===== config.mk =====
export PLATFORM = sky130hd
export DESIGN_NAME = event_seq_monitor
export DESIGN_NICKNAME = d
export VERILOG_FILES = /design/src/rtl/event_seq_pkg.sv /design/src/rtl/event_onehot_decode.sv /design/src/rtl/event_seq_monitor.sv
export SDC_FILE = /design/constraint.sdc
export NUM_CORES = 1
export LEC_CHECK = 0
export ABC_AREA = 1
export ABC_CLOCK_PERIOD_IN_PS = 5050
export BUFFER_PORTS_ARGS = -buffer_cell sky130_fd_sc_hd__buf_2
export CAP_MARGIN = 20
export CORE_ASPECT_RATIO = 0.8
export CORE_MARGIN = 3
export CORE_UTILIZATION = 60
export CTS_CLUSTER_DIAMETER = 60
export DETAILED_ROUTE_END_ITERATION = 16
export PLACE_DENSITY = 0.89
export SYNTH_ARGS = -nofsm -noshare
export SYNTH_HDL_FRONTEND = slang
export SYNTH_SLANG_ARGS = --single-unit
export TNS_END_PERCENT = 10

===== constraint.sdc =====
create_clock -name clk -period 5.05 [get_ports clk]
set_clock_uncertainty 0.1 [all_clocks]
set_input_delay 0.2525 -clock clk [delete_from_list [all_inputs] [get_ports clk]]
set_output_delay 0.2525 -clock clk [all_outputs]
set_load 0.05 [all_outputs]

===== src/rtl/event_seq_pkg.sv =====
// Shared types for the event sequence monitor: FSM states and error codes.
package event_seq_pkg;

    localparam int ERR_W = 3;

    typedef enum logic [2:0] {
        IDLE  = 3'd0,
        ARMED = 3'd1,
        GAP   = 3'd2,
        DONE  = 3'd3,
        ERR   = 3'd4
    } state_e;

    typedef enum logic [ERR_W-1:0] {
        ERR_NONE    = 3'd0,
        ERR_WRONG   = 3'd1,
        ERR_MULTI   = 3'd2,
        ERR_EARLY   = 3'd3,
        ERR_TIMEOUT = 3'd4
    } err_code_e;

endpackage


===== src/rtl/event_onehot_decode.sv =====
// Combinational decode of the event strobe vector: lowest set index,
// any-bit flag and a flag for two or more bits set in the same cycle.
module event_onehot_decode #(
    parameter int NUM_EVENTS = 4,
    parameter int IDX_W      = $clog2(NUM_EVENTS)
) (
    input  logic [NUM_EVENTS-1:0] ev_i,
    output logic [IDX_W-1:0]      idx,
    output logic                  any,
    output logic                  multi
);

    // Clearing the lowest set bit leaves something only if a second bit is set.
    always_comb begin
        idx   = '0;
        any   = |ev_i;
        multi = |(ev_i & (ev_i - NUM_EVENTS'(1)));
        for (int n = NUM_EVENTS - 1; n >= 0; n--) begin
            if (ev_i[n]) idx = IDX_W'(n);
        end
    end

endmodule


===== src/rtl/event_seq_monitor.sv =====
// Observer for a programmed sequence of one-cycle event strobes. Checks
// order, minimum spacing after each match and a bounded wait, then reports
// done or a classified error. All outputs are registered.
// Optional trace build: define EVENT_SEQ_MONITOR_TRACE_EN to add a cycle
// counter and $display messages; ports and timing are unchanged.
//
// state | meaning
// IDLE  | waiting for start
// ARMED | waiting for event exp[pos], timeout counter running
// GAP   | enforced idle window after a match, any event is an error
// DONE  | whole sequence matched, done held until start/rst
// ERR   | sequence failed, error/err_code held until start/rst
module event_seq_monitor
    import event_seq_pkg::*;
#(
    parameter int NUM_EVENTS = 4,
    parameter int SEQ_LEN    = 6,
    parameter int IDX_W      = $clog2(NUM_EVENTS),
    parameter int MIN_GAP    = 1,
    parameter int TIMEOUT    = 255
) (
    input  logic                         clk,
    input  logic                         rst,
    input  logic                         start,
    input  logic [SEQ_LEN*IDX_W-1:0]     exp_seq,
    input  logic [NUM_EVENTS-1:0]        ev_i,
    output logic                         busy,
    output logic                         done,
    output logic                         error,
    output logic [ERR_W-1:0]             err_code,
    output logic [$clog2(SEQ_LEN+1)-1:0] pos
);

    localparam int POS_W = $clog2(SEQ_LEN + 1);
    localparam int TMO_W = $clog2(TIMEOUT + 1);
    localparam int GAP_W = (MIN_GAP > 0) ? $clog2(MIN_GAP + 1) : 1;

    state_e                   state_q, state_d;
    err_code_e                err_q, err_d;
    logic [SEQ_LEN*IDX_W-1:0] exp_q, exp_d;
    logic [POS_W-1:0]         pos_q, pos_d;
    logic [TMO_W-1:0]         tmo_q, tmo_d;
    logic [GAP_W-1:0]         gap_q, gap_d;
    logic                     busy_q, busy_d;
    logic                     done_q, done_d;
    logic                     error_q, error_d;

    logic [IDX_W-1:0]         ev_idx;
    logic                     ev_any;
    logic                     ev_multi;
    logic [IDX_W-1:0]         exp_cur;

    event_onehot_decode #(
        .NUM_EVENTS (NUM_EVENTS),
        .IDX_W      (IDX_W)
    ) u_decode (
        .ev_i  (ev_i),
        .idx   (ev_idx),
        .any   (ev_any),
        .multi (ev_multi)
    );

    // Select the expected index for the current position from the latched sequence.
    always_comb begin
        exp_cur = '0;
        for (int k = 0; k < SEQ_LEN; k++) begin
            if (pos_q == POS_W'(k)) exp_cur = exp_q[k*IDX_W +: IDX_W];
        end
    end

    // Next-state and next-output logic; outputs follow the next state so they register with it.
    always_comb begin
        state_d = state_q;
        err_d   = err_q;
        exp_d   = exp_q;
        pos_d   = pos_q;
        tmo_d   = tmo_q;
        gap_d   = gap_q;

        case (state_q)
            IDLE, DONE, ERR: begin
                if (start) begin
                    state_d = ARMED;
                    err_d   = ERR_NONE;
                    exp_d   = exp_seq;
                    pos_d   = '0;
                    tmo_d   = '0;
                    gap_d   = '0;
                end
            end
            ARMED: begin
                if (ev_multi) begin
                    state_d = ERR;
                    err_d   = ERR_MULTI;
                end else if (ev_any) begin
                    if (ev_idx == exp_cur) begin
                        pos_d = pos_q + POS_W'(1);
                        tmo_d = '0;
                        if (pos_q == POS_W'(SEQ_LEN - 1)) begin
                            state_d = DONE;
                        end else if (MIN_GAP > 0) begin
                            state_d = GAP;
                            gap_d   = GAP_W'(MIN_GAP);
                        end
                    end else begin
                        state_d = ERR;
                        err_d   = ERR_WRONG;
                    end
                end else begin
                    tmo_d = tmo_q + TMO_W'(1);
                    if (tmo_q == TMO_W'(TIMEOUT - 1)) begin
                        state_d = ERR;
                        err_d   = ERR_TIMEOUT;
                    end
                end
            end
            GAP: begin
                if (ev_any) begin
                    state_d = ERR;
                    err_d   = ERR_EARLY;
                end else begin
                    gap_d = gap_q - GAP_W'(1);
                    if (gap_q == GAP_W'(1)) state_d = ARMED;
                end
            end
            default: begin
                state_d = IDLE;
            end
        endcase

        busy_d  = (state_d == ARMED) || (state_d == GAP);
        done_d  = (state_d == DONE);
        error_d = (state_d == ERR);
    end

    // FSM state, latched sequence, counters and registered outputs.
    always_ff @(posedge clk) begin
        if (rst) begin
            state_q <= IDLE;
            err_q   <= ERR_NONE;
            exp_q   <= '0;
            pos_q   <= '0;
            tmo_q   <= '0;
            gap_q   <= '0;
            busy_q  <= 1'b0;
            done_q  <= 1'b0;
            error_q <= 1'b0;
        end else begin
            state_q <= state_d;
            err_q   <= err_d;
            exp_q   <= exp_d;
            pos_q   <= pos_d;
            tmo_q   <= tmo_d;
            gap_q   <= gap_d;
            busy_q  <= busy_d;
            done_q  <= done_d;
            error_q <= error_d;
        end
    end

    assign busy     = busy_q;
    assign done     = done_q;
    assign error    = error_q;
    assign err_code = err_q;
    assign pos      = pos_q;

`ifdef EVENT_SEQ_MONITOR_TRACE_EN
    logic [31:0] cyc_q;

    // Free-running cycle count used only to timestamp trace messages.
    always_ff @(posedge clk) begin
        if (rst) cyc_q <= '0;
        else     cyc_q <= cyc_q + 32'd1;
    end

    // Trace every match and every entry into a terminal state.
    always_ff @(posedge clk) begin
        if (!rst) begin
            if (state_q == ARMED && ev_any && !ev_multi && ev_idx == exp_cur)
                $display("ev %0d pos %0d cyc %0d", ev_idx, pos_q, cyc_q);
            if (state_d != state_q && (state_d == DONE || state_d == ERR))
                $display("end state %s err_code %0d cyc %0d", state_d.name(), err_d, cyc_q);
        end
    end
`endif

endmodule


# Word level (Yosys, flattened, before mapping)
# Cells that the tools add are included.
# word_totals
memories	0
rom_bits	0
out_inout_bits	9
register_bits	33
mem_bits_rw	0
latch_bits	0
# op_classes
mux	42
bitwise	1
mul	0
shift	0
magnitude_cmp	0
n_reduce_logical	13
n_div	0
n_eq_ne	25
add_sub_neg	4
# op_table
op	n
two-way mux 3 bit	16
two-way mux 8 bit	4
two-way mux 2 bit	10
equality test 3 x 2 -> 1 bit, second input constant	6
case mux 3 bit (3 select lines)	2
case mux 8 bit (2 select lines)	1
!= test 2 bit, second input constant	7
equality test 3 bit, second input constant	4
AND reduction 5 bit	2
equality test 3 x 1 -> 1 bit, second input constant	3
adder 8 x 1 -> 8 bit, second input constant	1
equality test 8 bit, second input constant	1
!= test 4 bit, second input constant	2
OR reduction 4 bit	2
two-way mux 1 bit	7
AND reduction 7 bit	1
logical NOT 3 bit	2
case mux 3 bit (2 select lines)	1
bitwise AND 4 bit	1
AND reduction 4 bit	1
subtractor 4 x 1 -> 4 bit, second input constant	1
adder 3 x 1 -> 3 bit, second input constant	1
!= test 3 bit, second input constant	1
case mux 1 bit (3 select lines)	1
7 further kinds	7

# Depth between registers and ports, before layout
# Gate-level depths: netlist of the first run.
# logic_depth
ltp_word	14
mapped_depth	20
depth_no_buf	20

# Modules after synthesis
# A second synthesis of the first run with hierarchy kept.
# hier_totals
cells_unflattened	289
area_unflattened_um2	1938.1
# modules_own_cells
mod	area_per_inst_um2	instances	cells_per_inst	seq_area_each_um2
event_seq_monitor	1878.1	1	275	660.6
event_onehot_decode	60.1	1	14	0.0

# Worst setup path before layout of the first run
# No wires, ideal clock.
# synth_path
kind	reg2reg
start	register pos_q[1] (netlist: pos[1])
end	register pos_q[0] (netlist: pos[0])
t_arrival_ns	2.059
synth_period_minus_slack_ns	2.273
required_ns	4.836
stages_incl_launch_ff	19
setup_slack_ns	2.777
cell_sequence	dfxtp_1 inv_1 ha_1 nor2_1 nand3_1 nand3_1 nand2_1 nand2_1 nand2_1 nand2_2 nand2_1 nand2_1 nand2_1 inv_2 nand2_2 nand2_2 nand3_2 a21oi_1 nor2_1
# synth_via
elab_chain_len	10
elab_cells_between_ends	15
cone_classes	eq/ne: 7; mux: 6; reduce/logical: 2
# synth_lines
item	line	source
start, declared	event_seq_monitor.sv:41	logic [POS_W-1:0] pos_q, pos_d;
start signal, assigned	event_seq_monitor.sv:152	pos_q <= pos_d;
logical NOT 3 bit	event_seq_monitor.sv:67	if (pos_q == POS_W'(k)) exp_cur = exp_q[k*IDX_W +: IDX_W];
two-way mux 2 bit (5 in series)	event_seq_monitor.sv:67	
two-way mux 2 bit *	event_seq_monitor.sv:67	
equality test 2 bit *	event_seq_monitor.sv:96	if (ev_idx == exp_cur) begin
!= test 2 bit (no source line) *	--	
AND reduction 5 bit (no source line) *	--	
# Every way passes the cells marked *; elsewhere a longest branch is shown, timed or not.
# A chain may end at the register's enable or synchronous reset.

# Worst setup path in the final report of the first run
# layout_path
start	register state_q[2]
end	register busy_q (netlist: busy)
# layout_via
elab_chain_len	6
elab_cells_between_ends	16
cone_classes	eq/ne: 6; mux: 7; reduce/logical: 3
# layout_lines
item	line	source
start, declared	event_seq_monitor.sv:38	state_e state_q, state_d;
start signal, assigned	event_seq_monitor.sv:149	state_q <= state_d;
two-way mux 3 bit	event_seq_monitor.sv:111	if (tmo_q == TMO_W'(TIMEOUT - 1)) begin
two-way mux 3 bit	event_seq_monitor.sv:95	end else if (ev_any) begin
two-way mux 3 bit	event_seq_monitor.sv:92	if (ev_multi) begin
case mux 3 bit (3 select lines) *	event_seq_monitor.sv:80	case (state_q)
equality test 3 x 1 -> 1 bit / equality test 3 x 2 -> 1 bit (equally long branches)	event_seq_monitor.sv:131	busy_d = (state_d == ARMED) || (state_d == GAP);
logical OR 1 bit *	event_seq_monitor.sv:131	
end signal, assigned	event_seq_monitor.sv:155	busy_q <= busy_d;
end, declared	event_seq_monitor.sv:44	logic busy_q, busy_d;
# Marked as above.

==> impl_metrics.ini, run 1 <==
[outcome]
result_of_the_run = complete, no violations

[placed_design]
place_hpwl_um = 3120
gp_congestion = 0.916
numPortBuffers = 27

[global_route]
antenna_violations_before_repair = 0
grt_use_met1 = 0.325
grt_overflow = 0
largest_net_degree_at_the_start_of_global_routing = 21
grt.busiest_layer = met2
grt.total_usage = 0.239
grt_pass1_wl_um = 6860
grt_use_met3 = 0.0727
first_global_vias = 1543
met2_track_demand_over_resource = 0.365

[final_layout]
final_common_cell = sky130_fd_sc_hd__nor2_1
final_net_count = 328
multi_input_area_mm2 = 0.00105
share_of_layout_cells_above_drive_strength_1 = 0.182
num_antenna_cells = 0
seq_area_um2 = 661
n_fill_cell = 244
layout.cells.most_common_list = sky130_fd_sc_hd__nor2_1 (49), sky130_fd_sc_hd__nand2_1 (42), sky130_fd_sc_hd__dfxtp_1 (33)
syn_to_final_growth_pct = 12.2

[drt]
wl_per_cell_um = 12.4
route.vias.total = 1829
number_of_violations_reported_at_the_end_of_detailed_routing_iteration_0 = 119
postRouteAntennaNets = 0
vias_per_cell = 5.36
remaining_drc_errors = 0
routed_wirelength_um = 4230
detailedRoute.firstPassIterationCount = 4

[clocking]
clockBufferDepth = 2
htreeDepth = 2
clk_tree_root_cell = sky130_fd_sc_hd__clkbuf_8
post_cts_buffers = 0
hold_buf_cts = 0
cts_resized = 0
numClockSinks = 33
clock_latency_ns = 0.29
cts.clk_slew.worst_paths_ns = 0.06
cts_inserted_buffers = 5
cts_tree = built

[sta]
finalCriticalPeriod_ns = 2.65
final-setup-viol-count = 0
hold_viol_final = 0
max-slew-margin-rel = 0.452
final.setup.tns_ns = 0
tightestPinTransition_ns = 0.816
max_clock_freq_mhz = 378
min_period_over_period = 0.524
final.hold.worst_slack_ns = 0.115
rsz_0062_raised_after_global_routing = no
final_max_slew_viol_count = 0

[synthesis]
synth.ff_latch_count = 33
ys_types = 34
synth_nets = 301
mappedNetlistArea_mm2 = 0.00187
seq_area_frac_synth = 0.353
synthesis.instances = 275
synth_flop_cell = sky130_fd_sc_hd__dfxtp_1
postSynth.asyncResetShare = 0
synthesis.yosys.warnings = 0
syn-mean-instance-area_um2 = 6.80
edff_count_synth = 0

[die]
fp-row-count = 17
core_area_mm2 = 0.00287
die_x_um = 68.4
pin_count = 28
dieHeight_um = 55.9
start_util = 0.651
die_area_mm2 = 0.00383

[pwr]
finalPower_w = 0.000581
vdd.ir_drop.worst_uv = 177
static-leakage-power_nw = 0.962
power_density_mw_per_mm2 = 277

[critical_path]
worst-r2r-setup-slack_ns = 2.40
cp_data_required_time_ns = 5.18
worst-setup-path-type = flip-flop to flip-flop
worstPathArrival_ns = 2.77
critPathLaunchType = flip-flop
worstSetupEndpointType = flip-flop
critPathMaxFanout = 13

[flow_run]
maxCapViolCount = 0

[hold_path]
holdCritPathClass = input pin to flip-flop
[critical path: stages, from the launching register on]
cell,delay [ns]
sky130_fd_sc_hd__dfxtp_1,0.45
sky130_fd_sc_hd__nor3_2,0.11
sky130_fd_sc_hd__o21ai_1,0.65
sky130_fd_sc_hd__inv_1,0.41
sky130_fd_sc_hd__a211oi_1,0.55
sky130_fd_sc_hd__nand2_1,0.10
sky130_fd_sc_hd__nand2_1,0.09
sky130_fd_sc_hd__nand2_1,0.06
sky130_fd_sc_hd__nor2_1,0.08
[routing by layer]
layer	part of all wire	vias up
li1	-	950
met1	0.45	803
met2	0.47	71
met3	0.079	5
met4	0.0095	0
met5	0	-
[sequential cells by signal, summed over array words and instances (netlist names)]
signal	cells
state_q	3
gap_q	1
tmo_q	8
busy	1
pos	3
err_code	3
exp_q	12
error	1
done	1
[worst paths after layout]
path          startpoint           to  cells after the start
min reg2reg  err_code[1]  err_code[1]                      2
min           exp_seq[4]     exp_q[4]                      3
max reg2reg   state_q[2]         busy                      8
max           state_q[2]         busy                      8
[layout make-up]
type | instances | area share
Timing Repair Buffer | 27 | 0.0644
Sequential cell | 33 | 0.315
Clock buffer | 8 | 0.0381
Multi-Input combinational cell | 202 | 0.500
Tap cell | 38 | 0.0226
Inverter | 33 | 0.0602
[power breakdown]
part / total [W] / switching (W) / internal, W
Combinational: 0.000109 / 0.0000760 / 0.0000332
Sequential: 0.000283 / 0.00000879 / 0.000274
Clock: 0.000189 / 0.0000908 / 0.0000978
Total: 0.000581 / 0.000176 / 0.000405
[cells in the mapped netlist, drive strengths merged, types with 2 or more instances]
cell	instances	share of area
a21oi	19	0.053
buf	2	0.0080
nor3	4	0.019
inv	33	0.068
dfxtp	33	0.35
nand3	27	0.075
nor2	50	0.11
nand3b	2	0.0080
nand4	4	0.013
ha	7	0.047
o21ai	29	0.080
nand2	49	0.11
or2	5	0.018
clkbuf	5	0.010
[logic make-up after synthesis]
logic type,synth area share
and+or+nand+nor,0.359
DFF,0.353
AOI/OAI and AO/OA,0.146
xor gates and xnor gates,0.00937
adders and majority gates,0.0468
buffers and inverters,0.0856
[stage by stage]
stage                     utilization  instance area, µm²  std cells  setup slack, ns
after global placement          0.703                2020        333             2.65
final                           0.731                2100        341             2.40
after global routing            0.731                2100        341             2.07
after CTS                       0.731                2100        341             2.42
after detailed placement        0.703                2020        333             2.47
after floorplan                     -                1870        275             2.78
No activity file was read; power rests on OpenSTA's default activity.
==> run 2, diff against run 1 <==
--- a/config.mk
+++ b/config.mk
@@ -6,15 +6,15 @@
 export NUM_CORES = 1
 export LEC_CHECK = 0
 export ABC_AREA = 1
-export ABC_CLOCK_PERIOD_IN_PS = 5050
+export ABC_CLOCK_PERIOD_IN_PS = 2200
 export BUFFER_PORTS_ARGS = -buffer_cell sky130_fd_sc_hd__buf_2
 export CAP_MARGIN = 20
 export CORE_ASPECT_RATIO = 0.8
 export CORE_MARGIN = 3
-export CORE_UTILIZATION = 60
+export CORE_UTILIZATION = 51
 export CTS_CLUSTER_DIAMETER = 60
 export DETAILED_ROUTE_END_ITERATION = 16
-export PLACE_DENSITY = 0.89
+export PLACE_DENSITY = 0.81
 export SYNTH_ARGS = -nofsm -noshare
 export SYNTH_HDL_FRONTEND = slang
 export SYNTH_SLANG_ARGS = --single-unit
==> constraint.sdc (replaced) <==
create_clock -name clk -period 2.2 [get_ports clk]
set_clock_uncertainty 0.1 [all_clocks]
set_input_delay 0.11 -clock clk [delete_from_list [all_inputs] [get_ports clk]]
set_output_delay 0.11 -clock clk [all_outputs]
set_load 0.05 [all_outputs]
==> run 2 against run 1 <==
Effect of this change: first-iteration DRC count shrank 13%; largest power group unchanged; via count is 2.4% higher; clock power grew to 2.7 times the previous value.
==> impl_metrics.ini, run 2 (same netlist as run 1, synthesis figures left out) <==
[final_layout]
reg.largest.list = exp_q: 12 flops, tmo_q: 8 flops
final_cells = 361
share_of_layout_cells_above_drive_strength_1 = 0.226
largest_register_ffs = 12
syn_to_final_growth_pct = 23.7
layout.cells.most_common_list = sky130_fd_sc_hd__nor2_1 (47), sky130_fd_sc_hd__nand2_1 (42), sky130_fd_sc_hd__dfxtp_1 (30)
num_antenna_cells = 0
final_common_cell = sky130_fd_sc_hd__nor2_1
final_net_count = 344
post_route_cell_area_mm2 = 0.00231
top_reg_by_flops = exp_q

[clocking]
cts_tree = built
post_cts_buffers = 0
numClockSinks = 33
clockBufferDepth = 2
cts_inserted_buffers = 5
clock_latency_ns = 0.29
htreeDepth = 2
clk_tree_root_cell = sky130_fd_sc_hd__clkbuf_8
cts.clk_slew.worst_paths_ns = 0.07

[hold_path]
hold-path-cell-count = 2
min_from = rst
holdPathEnd = tmo_q[1]
holdCritPathClass = input pin to flip-flop

[placed_design]
place_hpwl_um = 3070
place_inst = 341
gp_congestion = 0.955
post_dp_cell_area_mm2 = 0.00206
numPortBuffers = 27

[critical_path]
critPathLaunchType = flip-flop
worstSetupEndpointType = flip-flop
r2r_cells = 20
critPathMaxFanout = 5
worst-r2r-setup-slack_ns = 0.11
reg2reg_from = pos[1]
cp_data_required_time_ns = 2.33
worst-setup-path-type = flip-flop to flip-flop
worstReg2RegEnd = busy
worstPathArrival_ns = 2.22

[sta]
final.setup.tns_ns = 0
finalCriticalPeriod_ns = 2.09
tightestPinTransition_ns = 0.519
max-slew-margin-rel = 0.653
min_period_over_period = 0.949
final_max_slew_viol_count = 0
hold_viol_final = 0
max_clock_freq_mhz = 479
final-setup-viol-count = 0

[flow_run]
maxCapViolCount = 0

[die]
die_area_mm2 = 0.00444
fp-row-count = 19
pin_count = 28
die_x_um = 73.7
core_area_mm2 = 0.00347
start_util = 0.539
dieHeight_um = 60.2

[global_route]
grt_overflow = 0
grt.total_usage = 0.219
grt_pass1_wl_um = 7450
first_global_vias = 1648
largest_net_degree_at_the_start_of_global_routing = 21
antenna_violations_before_repair = 0

[drt]
number_of_violations_reported_at_the_end_of_detailed_routing_iteration_0 = 103
postRouteAntennaNets = 0
detailedRoute.firstPassIterationCount = 4
remaining_drc_errors = 0
routed_wirelength_um = 4510
vias_per_cell = 5.19
wl_per_cell_um = 12.5
route.vias.total = 1872

[outcome]
result_of_the_run = complete, no violations

[pwr]
power_density_mw_per_mm2 = 624
vdd.ir_drop.worst_uv = 441
static-leakage-power_nw = 1.06
==> run 2: layout make-up <==
type,count,area [µm²]
inverter,33,126
tap,42,52.6
sequential,33,669
timing repair buffer,43,285
clock buffer,7,96.3
multi-input combinational,202,1080
clock inverter,1,5.00
fill,301,1160
==> run 2: worst max-delay path, stage by stage (launching register included) <==
cell                      delay (ns)
sky130_fd_sc_hd__dfxtp_4        0.36
sky130_fd_sc_hd__inv_1          0.08
sky130_fd_sc_hd__ha_2           0.23
sky130_fd_sc_hd__nor2_4         0.04
sky130_fd_sc_hd__nand3_1        0.08
sky130_fd_sc_hd__nand3_1        0.08
sky130_fd_sc_hd__nand2_1        0.08
sky130_fd_sc_hd__nand2_1        0.05
sky130_fd_sc_hd__nand2_1        0.07
sky130_fd_sc_hd__nand2_2        0.06
sky130_fd_sc_hd__nand2_1        0.05
sky130_fd_sc_hd__nand2_1        0.04
sky130_fd_sc_hd__nand2_1        0.06
sky130_fd_sc_hd__inv_2          0.04
sky130_fd_sc_hd__nand2_2        0.08
sky130_fd_sc_hd__nand2_1        0.08
sky130_fd_sc_hd__nand2_2        0.10
sky130_fd_sc_hd__nand2_1        0.07
sky130_fd_sc_hd__nand2_1        0.11
sky130_fd_sc_hd__nand2_1        0.05
sky130_fd_sc_hd__nor2_1         0.08
==> run 2: repair_timing <==
action	4_1_cts	5_1_grt
resized for setup	0	12
setup endpoints to repair	0	19
endpoints found under the hold margin	12	0
hold buffers	12	0
==> run 2: where the power goes <==
part	internal (W)	switching [W]	leakage (nW)
Sequential	0.000628	0.0000219	0.272
Clock	0.000283	0.000226	0.0542
Combinational	0.000102	0.000183	0.729
==> run 2: per-stage QoR <==
step           power [W]  hold WS (ns)   util  worst slack, ns
3_5_place_dp    0.000917         0.264  0.593            0.131
3_3_place_gp    0.000911         0.256  0.593            0.179
2_1_floorplan   0.000848         0.176      -            0.134
6_report         0.00144        0.0836  0.667            0.111
5_1_grt          0.00151        0.0885  0.667          -0.0220
4_1_cts          0.00144        0.0730  0.657           0.0773
==> run 2: per-layer routing <==
metal | GRT usage | share of wire
met3 | 0.0689 | 0.058
met2 | 0.360 | 0.47
met5 | 0 | 0
met1 | 0.286 | 0.47
met4 | 0.0388 | 0.0069
==> run 2: worst max-delay path by stage <==
| stage | start | to | slack, ns |
|---|---|---|---|
| 3_5_place_dp | pos[1] | pos[0] | 0.13 |
| 6_report | pos[1] | busy | 0.11 |
| 2_1_floorplan | pos[1] | pos[0] | 0.13 |
| 4_1_cts | pos[1] | pos[0] | 0.08 |
| 5_1_grt | pos[1] | pos[0] | -0.02 |
| 3_3_place_gp | pos[1] | pos[0] | 0.18 |
